`src/rtl/hazard_if.sv`:
```
// ID-stage hazard bundle: operand/destination info in, pipeline enables out.
interface hazard_if;
  logic [4:0] IF_ID_rs1;
  logic [4:0] IF_ID_rs2;
  logic       IF_ID_use_rs2;
  logic       branch;
  logic       branch_taken;
  logic [4:0] ID_EX_rd;
  logic       ID_EX_mem_read;
  logic [4:0] EX_MEM_rd;
  logic       EX_MEM_mem_read;
  logic       mem_stall;
  logic       pc_write;
  logic       IF_ID_write;
  logic       IF_ID_flush;
  logic       ID_EX_bubble;
  logic       pipe_hold;

  modport master (
    output IF_ID_rs1, IF_ID_rs2, IF_ID_use_rs2, branch, branch_taken,
           ID_EX_rd, ID_EX_mem_read, EX_MEM_rd, EX_MEM_mem_read, mem_stall,
    input  pc_write, IF_ID_write, IF_ID_flush, ID_EX_bubble, pipe_hold
  );

  modport slave (
    input  IF_ID_rs1, IF_ID_rs2, IF_ID_use_rs2, branch, branch_taken,
           ID_EX_rd, ID_EX_mem_read, EX_MEM_rd, EX_MEM_mem_read, mem_stall,
    output pc_write, IF_ID_write, IF_ID_flush, ID_EX_bubble, pipe_hold
  );
endinterface

```
`src/rtl/hazard_stall_ctrl.sv`:
```
// ID-stage stall/flush controller for hazards forwarding cannot cover:
// load-use, branch-on-inflight-load, and taken-branch redirect.
module hazard_stall_ctrl #(
  parameter int CNT_W = 32
) (
  input  logic             clk,
  input  logic             rst,
  hazard_if.slave          hz,
  output logic [CNT_W-1:0] hazard_stall_cnt,
  output logic [CNT_W-1:0] branch_flush_cnt
);

  localparam logic [0:0] RUN        = 1'b0;
  localparam logic [0:0] STALL_HOLD = 1'b1;

  logic [0:0]       state_q, state_d;
  logic [CNT_W-1:0] hs_cnt_q, hs_cnt_d;
  logic [CNT_W-1:0] bf_cnt_q, bf_cnt_d;

  logic mrs1, mrs2, lu, blm, stall_req;
  logic stall, flush;

  always_comb begin
    mrs1 = (hz.IF_ID_rs1 == hz.ID_EX_rd);
    mrs2 = (hz.IF_ID_rs2 == hz.ID_EX_rd);
    lu   = hz.ID_EX_mem_read && (hz.ID_EX_rd != 5'd0) &&
           (mrs1 || ((hz.IF_ID_use_rs2 || hz.branch) && mrs2));
    // A branch compares in ID, so a load one stage further out still blocks it.
    blm  = hz.branch && hz.EX_MEM_mem_read && (hz.EX_MEM_rd != 5'd0) &&
           ((hz.EX_MEM_rd == hz.IF_ID_rs1) || (hz.EX_MEM_rd == hz.IF_ID_rs2));
    stall_req = lu || blm;
    stall = (state_q == STALL_HOLD) || stall_req;
    flush = (state_q == RUN) && !stall_req && hz.branch && hz.branch_taken;
  end

  always_comb begin
    state_d  = state_q;
    hs_cnt_d = hs_cnt_q;
    bf_cnt_d = bf_cnt_q;
    if (!hz.mem_stall) begin
      if (state_q == RUN && hz.branch && lu) state_d = STALL_HOLD;
      else                                   state_d = RUN;
      if (stall) hs_cnt_d = hs_cnt_q + 1'b1;
      if (flush) bf_cnt_d = bf_cnt_q + 1'b1;
    end
  end

  always_ff @(posedge clk) begin
    if (rst) begin
      state_q  <= RUN;
      hs_cnt_q <= '0;
      bf_cnt_q <= '0;
    end else begin
      state_q  <= state_d;
      hs_cnt_q <= hs_cnt_d;
      bf_cnt_q <= bf_cnt_d;
    end
  end

  // Priority: reset, then memory freeze, then hazard stall, then redirect.
  always_comb begin
    hz.pc_write     = 1'b1;
    hz.IF_ID_write  = 1'b1;
    hz.IF_ID_flush  = 1'b0;
    hz.ID_EX_bubble = 1'b0;
    hz.pipe_hold    = 1'b0;
    if (rst) begin
      hz.pc_write     = 1'b0;
      hz.IF_ID_write  = 1'b0;
      hz.IF_ID_flush  = 1'b1;
      hz.ID_EX_bubble = 1'b1;
    end else if (hz.mem_stall) begin
      hz.pipe_hold   = 1'b1;
      hz.pc_write    = 1'b0;
      hz.IF_ID_write = 1'b0;
    end else if (stall) begin
      hz.pc_write     = 1'b0;
      hz.IF_ID_write  = 1'b0;
      hz.ID_EX_bubble = 1'b1;
    end else if (flush) begin
      hz.IF_ID_flush = 1'b1;
    end
  end

  assign hazard_stall_cnt = hs_cnt_q;
  assign branch_flush_cnt = bf_cnt_q;

endmodule

```
`src/flat_wrapper.sv`:
```
// flat-port wrapper written by rule: the top's interface ports become plain ports
module hazard_stall_ctrl_flat 
#(
  parameter int CNT_W = 32
)
  (clk, rst, hazard_stall_cnt, branch_flush_cnt, hz_IF_ID_rs1, hz_IF_ID_rs2, hz_IF_ID_use_rs2, hz_branch, hz_branch_taken, hz_ID_EX_rd, hz_ID_EX_mem_read, hz_EX_MEM_rd, hz_EX_MEM_mem_read, hz_mem_stall, hz_pc_write, hz_IF_ID_write, hz_IF_ID_flush, hz_ID_EX_bubble, hz_pipe_hold);
  hazard_if hz_i ();
  input  logic clk;
  input  logic rst;
  output logic [CNT_W-1:0] hazard_stall_cnt;
  output logic [CNT_W-1:0] branch_flush_cnt;
  input wire logic [$bits(hz_i.IF_ID_rs1)-1:0] hz_IF_ID_rs1;
  input wire logic [$bits(hz_i.IF_ID_rs2)-1:0] hz_IF_ID_rs2;
  input wire logic [$bits(hz_i.IF_ID_use_rs2)-1:0] hz_IF_ID_use_rs2;
  input wire logic [$bits(hz_i.branch)-1:0] hz_branch;
  input wire logic [$bits(hz_i.branch_taken)-1:0] hz_branch_taken;
  input wire logic [$bits(hz_i.ID_EX_rd)-1:0] hz_ID_EX_rd;
  input wire logic [$bits(hz_i.ID_EX_mem_read)-1:0] hz_ID_EX_mem_read;
  input wire logic [$bits(hz_i.EX_MEM_rd)-1:0] hz_EX_MEM_rd;
  input wire logic [$bits(hz_i.EX_MEM_mem_read)-1:0] hz_EX_MEM_mem_read;
  input wire logic [$bits(hz_i.mem_stall)-1:0] hz_mem_stall;
  output wire logic [$bits(hz_i.pc_write)-1:0] hz_pc_write;
  output wire logic [$bits(hz_i.IF_ID_write)-1:0] hz_IF_ID_write;
  output wire logic [$bits(hz_i.IF_ID_flush)-1:0] hz_IF_ID_flush;
  output wire logic [$bits(hz_i.ID_EX_bubble)-1:0] hz_ID_EX_bubble;
  output wire logic [$bits(hz_i.pipe_hold)-1:0] hz_pipe_hold;
  assign hz_i.IF_ID_rs1 = hz_IF_ID_rs1;
  assign hz_i.IF_ID_rs2 = hz_IF_ID_rs2;
  assign hz_i.IF_ID_use_rs2 = hz_IF_ID_use_rs2;
  assign hz_i.branch = hz_branch;
  assign hz_i.branch_taken = hz_branch_taken;
  assign hz_i.ID_EX_rd = hz_ID_EX_rd;
  assign hz_i.ID_EX_mem_read = hz_ID_EX_mem_read;
  assign hz_i.EX_MEM_rd = hz_EX_MEM_rd;
  assign hz_i.EX_MEM_mem_read = hz_EX_MEM_mem_read;
  assign hz_i.mem_stall = hz_mem_stall;
  assign hz_pc_write = hz_i.pc_write;
  assign hz_IF_ID_write = hz_i.IF_ID_write;
  assign hz_IF_ID_flush = hz_i.IF_ID_flush;
  assign hz_ID_EX_bubble = hz_i.ID_EX_bubble;
  assign hz_pipe_hold = hz_i.pipe_hold;
  hazard_stall_ctrl #(.CNT_W(CNT_W)) u_core (.clk(clk), .rst(rst), .hz(hz_i), .hazard_stall_cnt(hazard_stall_cnt), .branch_flush_cnt(branch_flush_cnt));
endmodule
```
`config.mk`:
```
export PLATFORM = sky130hd
export DESIGN_NAME = hazard_stall_ctrl_flat
export DESIGN_NICKNAME = d
export VERILOG_FILES = /design/src/rtl/hazard_if.sv /design/src/rtl/hazard_stall_ctrl.sv /design/src/flat_wrapper.sv
export SDC_FILE = /design/constraint.sdc
export NUM_CORES = 1
export LEC_CHECK = 0
export BUFFER_PORTS_ARGS = -buffer_cell sky130_fd_sc_hd__buf_2
export CAP_MARGIN = 20
export CORE_ASPECT_RATIO = 0.9
export CORE_MARGIN = 2
export CORE_UTILIZATION = 42
export CTS_BUF_LIST = sky130_fd_sc_hd__clkbuf_4 sky130_fd_sc_hd__clkbuf_8
export DETAILED_ROUTE_END_ITERATION = 7
export PLACE_DENSITY = 0.77
export RECOVER_POWER = 25
export REMOVE_ABC_BUFFERS = 1
export SLEW_MARGIN = 25
export SYNTH_ARGS = -nofsm -noshare
export SYNTH_HDL_FRONTEND = slang
export SYNTH_SLANG_ARGS = --single-unit
```
`constraint.sdc`:
```
create_clock -name clk -period 2.3 [get_ports clk]
set_input_delay 0.23 -clock clk [delete_from_list [all_inputs] [get_ports clk]]
set_output_delay 0.23 -clock clk [all_outputs]
set_load 0.02 [all_outputs]
```
# [After elaboration in Yosys (flattened, before gate mapping)]
# Index checks and enable logic that the tools add are counted.
[totals] register_bits=65 input_bits=28 out_inout_bits=69 word_cells=45
[op_classes] add_sub_neg=2 n_eq_ne=4 muxes=13 n_bitwise=2 n_reduce_logical=21
[op_table] cell="32-bit by 1-bit adder with 32-bit output (second input constant)" count=2
[op_table] cell="5-bit equality test" count=4
[op_table] cell="1-bit two-way mux" count=13
[op_table] cell="1-bit logical AND" count=11
[op_table] cell="5-bit nonzero test" count=2
[op_table] cell="1-bit logical OR" count=5
[op_table] cell="2-bit AND reduction" count=2
[op_table] cell="1-bit inverter" count=2
[op_table] cell="1-bit logical NOT" count=1

# [Depth between registers and ports, before layout]
[depth] depth_word=13 ltp_mapped=9 ltp_nobuf=6

# [Worst setup path after synthesis]
# Ideal clock, no wire load.
[synth_timing] path_kind="in2out" start="input port hz_EX_MEM_rd[0]" end="output port hz_pc_write" arrival_time_ps=2305 t_required_ps=2070 path_slack_ps=-235 cell_stages=7 n_path_buf=3 path_cell_list="or4_1 > o211ai_2 > o221ai_2 > clkbuf_1 > buf_2 > nor3_1 > buf_4"
[synth_between] elab_chain_len=8 word_cells_on_any_way=11 classes_between="2 x eq/ne; 3 x mux; 6 x reduce/logical"
[synth_rtl] item="from (decl)" line_no="flat_wrapper.sv:19" rtl="input wire logic [$bits(hz_i.EX_MEM_rd)-1:0] hz_EX_MEM_rd;"
[synth_rtl] item="5-bit equality test / 5-bit nonzero test (equally long branches)" line_no="hazard_stall_ctrl.sv:30, hazard_stall_ctrl.sv:29"
[synth_rtl] item="1-bit logical OR / 1-bit logical AND (equally long branches)" line_no="hazard_stall_ctrl.sv:30, hazard_stall_ctrl.sv:29"
[synth_rtl] item="1-bit logical AND (*)" line_no="hazard_stall_ctrl.sv:29" rtl="blm = hz.branch && hz.EX_MEM_mem_read && (hz.EX_MEM_rd != 5'd0) &&"
[synth_rtl] item="1-bit logical OR (*)" line_no="hazard_stall_ctrl.sv:31" rtl="stall_req = lu || blm;"
[synth_rtl] item="1-bit logical OR (*)" line_no="hazard_stall_ctrl.sv:32" rtl="stall = (state_q == STALL_HOLD) || stall_req;"
[synth_rtl] item="1-bit two-way mux (*) (3 in series)"
[synth_rtl] item="to (decl)" line_no="flat_wrapper.sv:22" rtl="output wire logic [$bits(hz_i.pc_write)-1:0] hz_pc_write;"
# Every way passes the cells marked *; elsewhere a longest branch is shown, timed or not.

# [Final worst setup path]
[layout_timing] start="input port hz_EX_MEM_rd[0]" end="output port hz_pc_write"
[layout_between] elab_chain_len=8 word_cells_on_any_way=11 classes_between="2 x eq/ne; 3 x mux; 6 x reduce/logical"
[layout_rtl] item="5-bit equality test / 5-bit nonzero test (equally long branches)" line_no="hazard_stall_ctrl.sv:30, hazard_stall_ctrl.sv:29"
[layout_rtl] item="1-bit logical OR / 1-bit logical AND (equally long branches)" line_no="hazard_stall_ctrl.sv:30, hazard_stall_ctrl.sv:29"
[layout_rtl] item="1-bit logical AND (*)" line_no="hazard_stall_ctrl.sv:29"
[layout_rtl] item="1-bit logical OR (*)" line_no="hazard_stall_ctrl.sv:31"
[layout_rtl] item="1-bit logical OR (*)" line_no="hazard_stall_ctrl.sv:32"
[layout_rtl] item="1-bit two-way mux (*)" line_no="hazard_stall_ctrl.sv:76" rtl="end else if (stall) begin"
[layout_rtl] item="1-bit two-way mux (*)" line_no="hazard_stall_ctrl.sv:72" rtl="end else if (hz.mem_stall) begin"
[layout_rtl] item="1-bit two-way mux (*)" line_no="hazard_stall_ctrl.sv:67" rtl="if (rst) begin"
# Marked as above.

==> out/qor.csv <==
stage,metric,value,unit
worst_setup_path,path_max_fanout,78,
power_and_ir_drop,vdd_drop_max,0.269,mV
power_and_ir_drop,p_sw_share,24.4,%
flow_run,max_cap_viol_count,0,
route,topRoutingLayerUsed,met4,
floorplanning,die_h,93.5,um
cells_and_area,multi_input_area,2240,sq um
cells_and_area,layout.nets,569,
worst_setup_path,crit_required,2.07,ns
clocking,cts_tree,built,
yosys,synth_top_area_cell,dfxtp_1,
global_routing,first_global_vias,3707,
cells_and_area,drive_above_1_share,20.2,%
timing,period_needed,2.18,ns
global_routing,grt_pass1_wl,16900,um
clocking,h-tree-depth,3,
power_and_ir_drop,powerDensity,513,nW/um^2
floorplanning,core_area,8610,sq um
global_routing,grt_util_all_layers,21.7,%
outcome,status,finished clean,
worst_setup_path,start_kind,input port,
yosys,synth_area,3740,sq um
route,met3_wirelength,539,um
timing,worst_slew_pin_slew,0.557,ns
cells_and_area,antenna_cells,0,
worst_setup_path,max_stage_delay,0.53,ns
placed_design,dp_hpwl,7100,um
placed_design,place.gp.congestion,0.882,
placed_design,placed_area,4370,sq um
timing,max-slew-margin-rel,62.9,%
cells_and_area,syn2layout_area_growth,21.3,%
route,wl_per_cell,15.4,um
worst_setup_path,crit_family,simple AND/OR/NAND/NOR gates,
cells_and_area,regArea,1300,sq um
floorplanning,io-pin-count,97,
power_and_ir_drop,leakagePower,1.57,nW
timing,setup_violations,0,
yosys,ys_seq_elements,65,
route,viasPerCell,5.99,
yosys,syn_area_per_cell,8.33,sq um
worst_setup_path,critPathMostFrequentCell,buf_2,
yosys,synthCells,449,
route,drc_errors,0,
route,firstDrtPassIters,4,
cells_and_area,final_area,4540,sq um
timing,fin_setup_tns,0,ns
power_and_ir_drop,pwr-share-seq,48.5,%
worst_setup_path,crit_chain,"buf_2, or4_1, o211ai_2, o221ai_4, buf_12, nor3_1, buf_2",
power_and_ir_drop,p_clk_share,43.0,%
yosys,yosysWarningCount,0,
worst_setup_path,path_class,in2out,
worst_setup_path,critPathSlowestCell,or4_1,
worst_setup_path,critPathCaptureType,output pin,
floorplanning,fp.dieArea,9680,sq um
worst_setup_path,cp_data_arrival_time,1.95,ns
clocking,cts_buffers,9,
timing,rsz0062_at_grt,no,
power_and_ir_drop,switchingPower,569,uW
worst_setup_path,cp_num_buf_inv,3,
route,drt-initial-drc-count,207,
clocking,clk_latency,0.34,ns
route,num_vias,3971,
clocking,numClockSinks,65,
global_routing,grt_max_degree,79,
timing,hold_viol,0,
cells_and_area,fillerInstances,829,
route,ant_nets,0,
yosys,synthTopCellsByArea,"dfxtp_1, or4_1, a21oi_1",
timing,fin_skew,0.00763,ns
route,wl_met2,5070,um
timing,drv_slew,0,
timing,finalCritPeriodShare,94.8,%
clocking,clkTransAtPathRegs,0.07,ns
worst_hold_path,hold_path.class,in2reg,
floorplanning,start_util,43.4,%
clocking,ctsLongestPathBuffers,2,
yosys,synth_top_area_share,34.8,%
yosys,ys_seq_area_share,34.8,%
clocking,clockRootBuffer,clkbuf_8,
power_and_ir_drop,internal_power,1.76,mW
timing,fmax,459,MHz
placed_design,port_buffers,96,
floorplanning,die_x,103,um
global_routing,grt-ovfl-total,0,
route,wl_met1,4480,um
global_routing,grt_antenna_before_repair,0,
route,wl,10200,um
yosys,yosysUniqueCellTypes,44,
power_and_ir_drop,comb_power_share,8.5,%
clocking,cts_setup_buffers,0,
floorplanning,rows,32,
[per-layer routing]
metal / global-route usage (%) / vias up
li1: - / 1945
met1: 27.3 / 1905
met2: 35.8 / 109
met3: 5.75 / 12
met4: 7.02 / 0
met5: 0 / -
[sequential cells by signal, indices dropped and copies added (netlist names)]
name,count
u_core.branch_flush_cnt,32
u_core.state_q,1
u_core.hazard_stall_cnt,32
[cells in the final DEF, fill, tap and decap left out, types with 3 or more instances in the layout]
cell,count
a21oi_1,64
a41o_1,9
and2_1,5
and3_1,14
and4_1,5
buf_2,63
buf_4,15
clkbuf_1,33
clkbuf_4,3
clkbuf_8,10
dfxtp_1,65
inv_1,14
nand2_1,23
nand3_1,26
nand4_1,14
nor2_1,11
nor3_1,5
o2111ai_1,10
o21ai_0,11
o31ai_1,42
o41ai_1,3
or3_1,8
or4_1,43
xnor2_1,5
xor2_1,15
[worst min-delay path, stage by stage]
cell and delay [ns]:
buf_2 0.14, nand4_1 0.10, a21oi_1 0.06
[path summary, 6_finish.rpt]
check                               from                          end  slack, ns  cells after the start
min reg2reg               u_core.state_q               u_core.state_q       0.48                      2
min                            hz_branch               u_core.state_q       0.24                      3
max                      hz_EX_MEM_rd[0]                  hz_pc_write       0.12                      7
max reg2reg  u_core.hazard_stall_cnt[13]  u_core.hazard_stall_cnt[31]       0.18                      6
[stage by stage]
stage          cells  setup WS (ns)  hold slack, ns  total power [mW]  util [%]
3_3_place_gp     647         0.0866           0.456              1.34      50.8
5_1_grt          663         0.0221           0.225              2.42      52.7
4_1_cts          663         0.0236           0.233              2.34      53.1
6_report         663          0.120           0.243              2.33      52.7
3_5_place_dp     647        -0.0662           0.467              1.35      50.8
2_1_floorplan    415         -0.761           0.299              1.24         -
[cells by family (layout without fill, tap and decap cells)]
family | Yosys count | in the layout | synth area share [%]
simple gates | 166 | 166 | 27.9
buf+inv | 49 | 144 | 5.79
xor+xnor | 20 | 20 | 4.68
mux | 1 | 1 | 0.301
compound gates | 146 | 146 | 25.8
flops | 65 | 65 | 34.8
fa+ha+maj | 2 | 2 | 0.669
[synthesized netlist by cell type (all sizes together)]
library cell and number:
nor3b 1, a2bb2oi 1, nor3 5, o21ai 12, o2111ai 10, nor2 11
and3 14, and2 6, nor2b 1, nand2 25, clkbuf 25, buf 9
o211ai 1, o41ai 3, a21oi 64, o31ai 42, or3 8, xor2 15
o221a 1, a41o 9, inv 15, mux2 1, nor4 2, xnor2 5
ha 2, a21o 1, nand4b 2, o221ai 1, a22oi 1, nand4 14
nand3 27, or4 43, and4 6, and4bb 1, dfxtp 65
[power groups by stage]
stage | Sequential [mW] | Clock [mW] | Combinational, mW
final | 1.13 | 1.00 | 0.197
after global placement | 1.16 | 0 | 0.189
after global routing | 1.13 | 1.07 | 0.217
after detailed placement | 1.16 | 0 | 0.196
after CTS | 1.13 | 1.01 | 0.196
after floorplan | 1.16 | 0 | 0.0797
[repair_timing]
item                       in CTS  in global routing
gates resized for setup         0                  1
hold endpoints to repair        0                  0
hold buffers                    0                  0
setup endpoints to repair       0                  4
[area by class of cell]
type	count	share of cell area, %
Clock buffer	13	3.53
Clock inverter	3	0.882
Timing Repair Buffer	113	13.0
Tap cell	119	3.28
Inverter	15	1.24
Sequential cell	65	28.7
Multi-Input combinational cell	335	49.4
No activity file was read; power rests on OpenSTA's default activity.
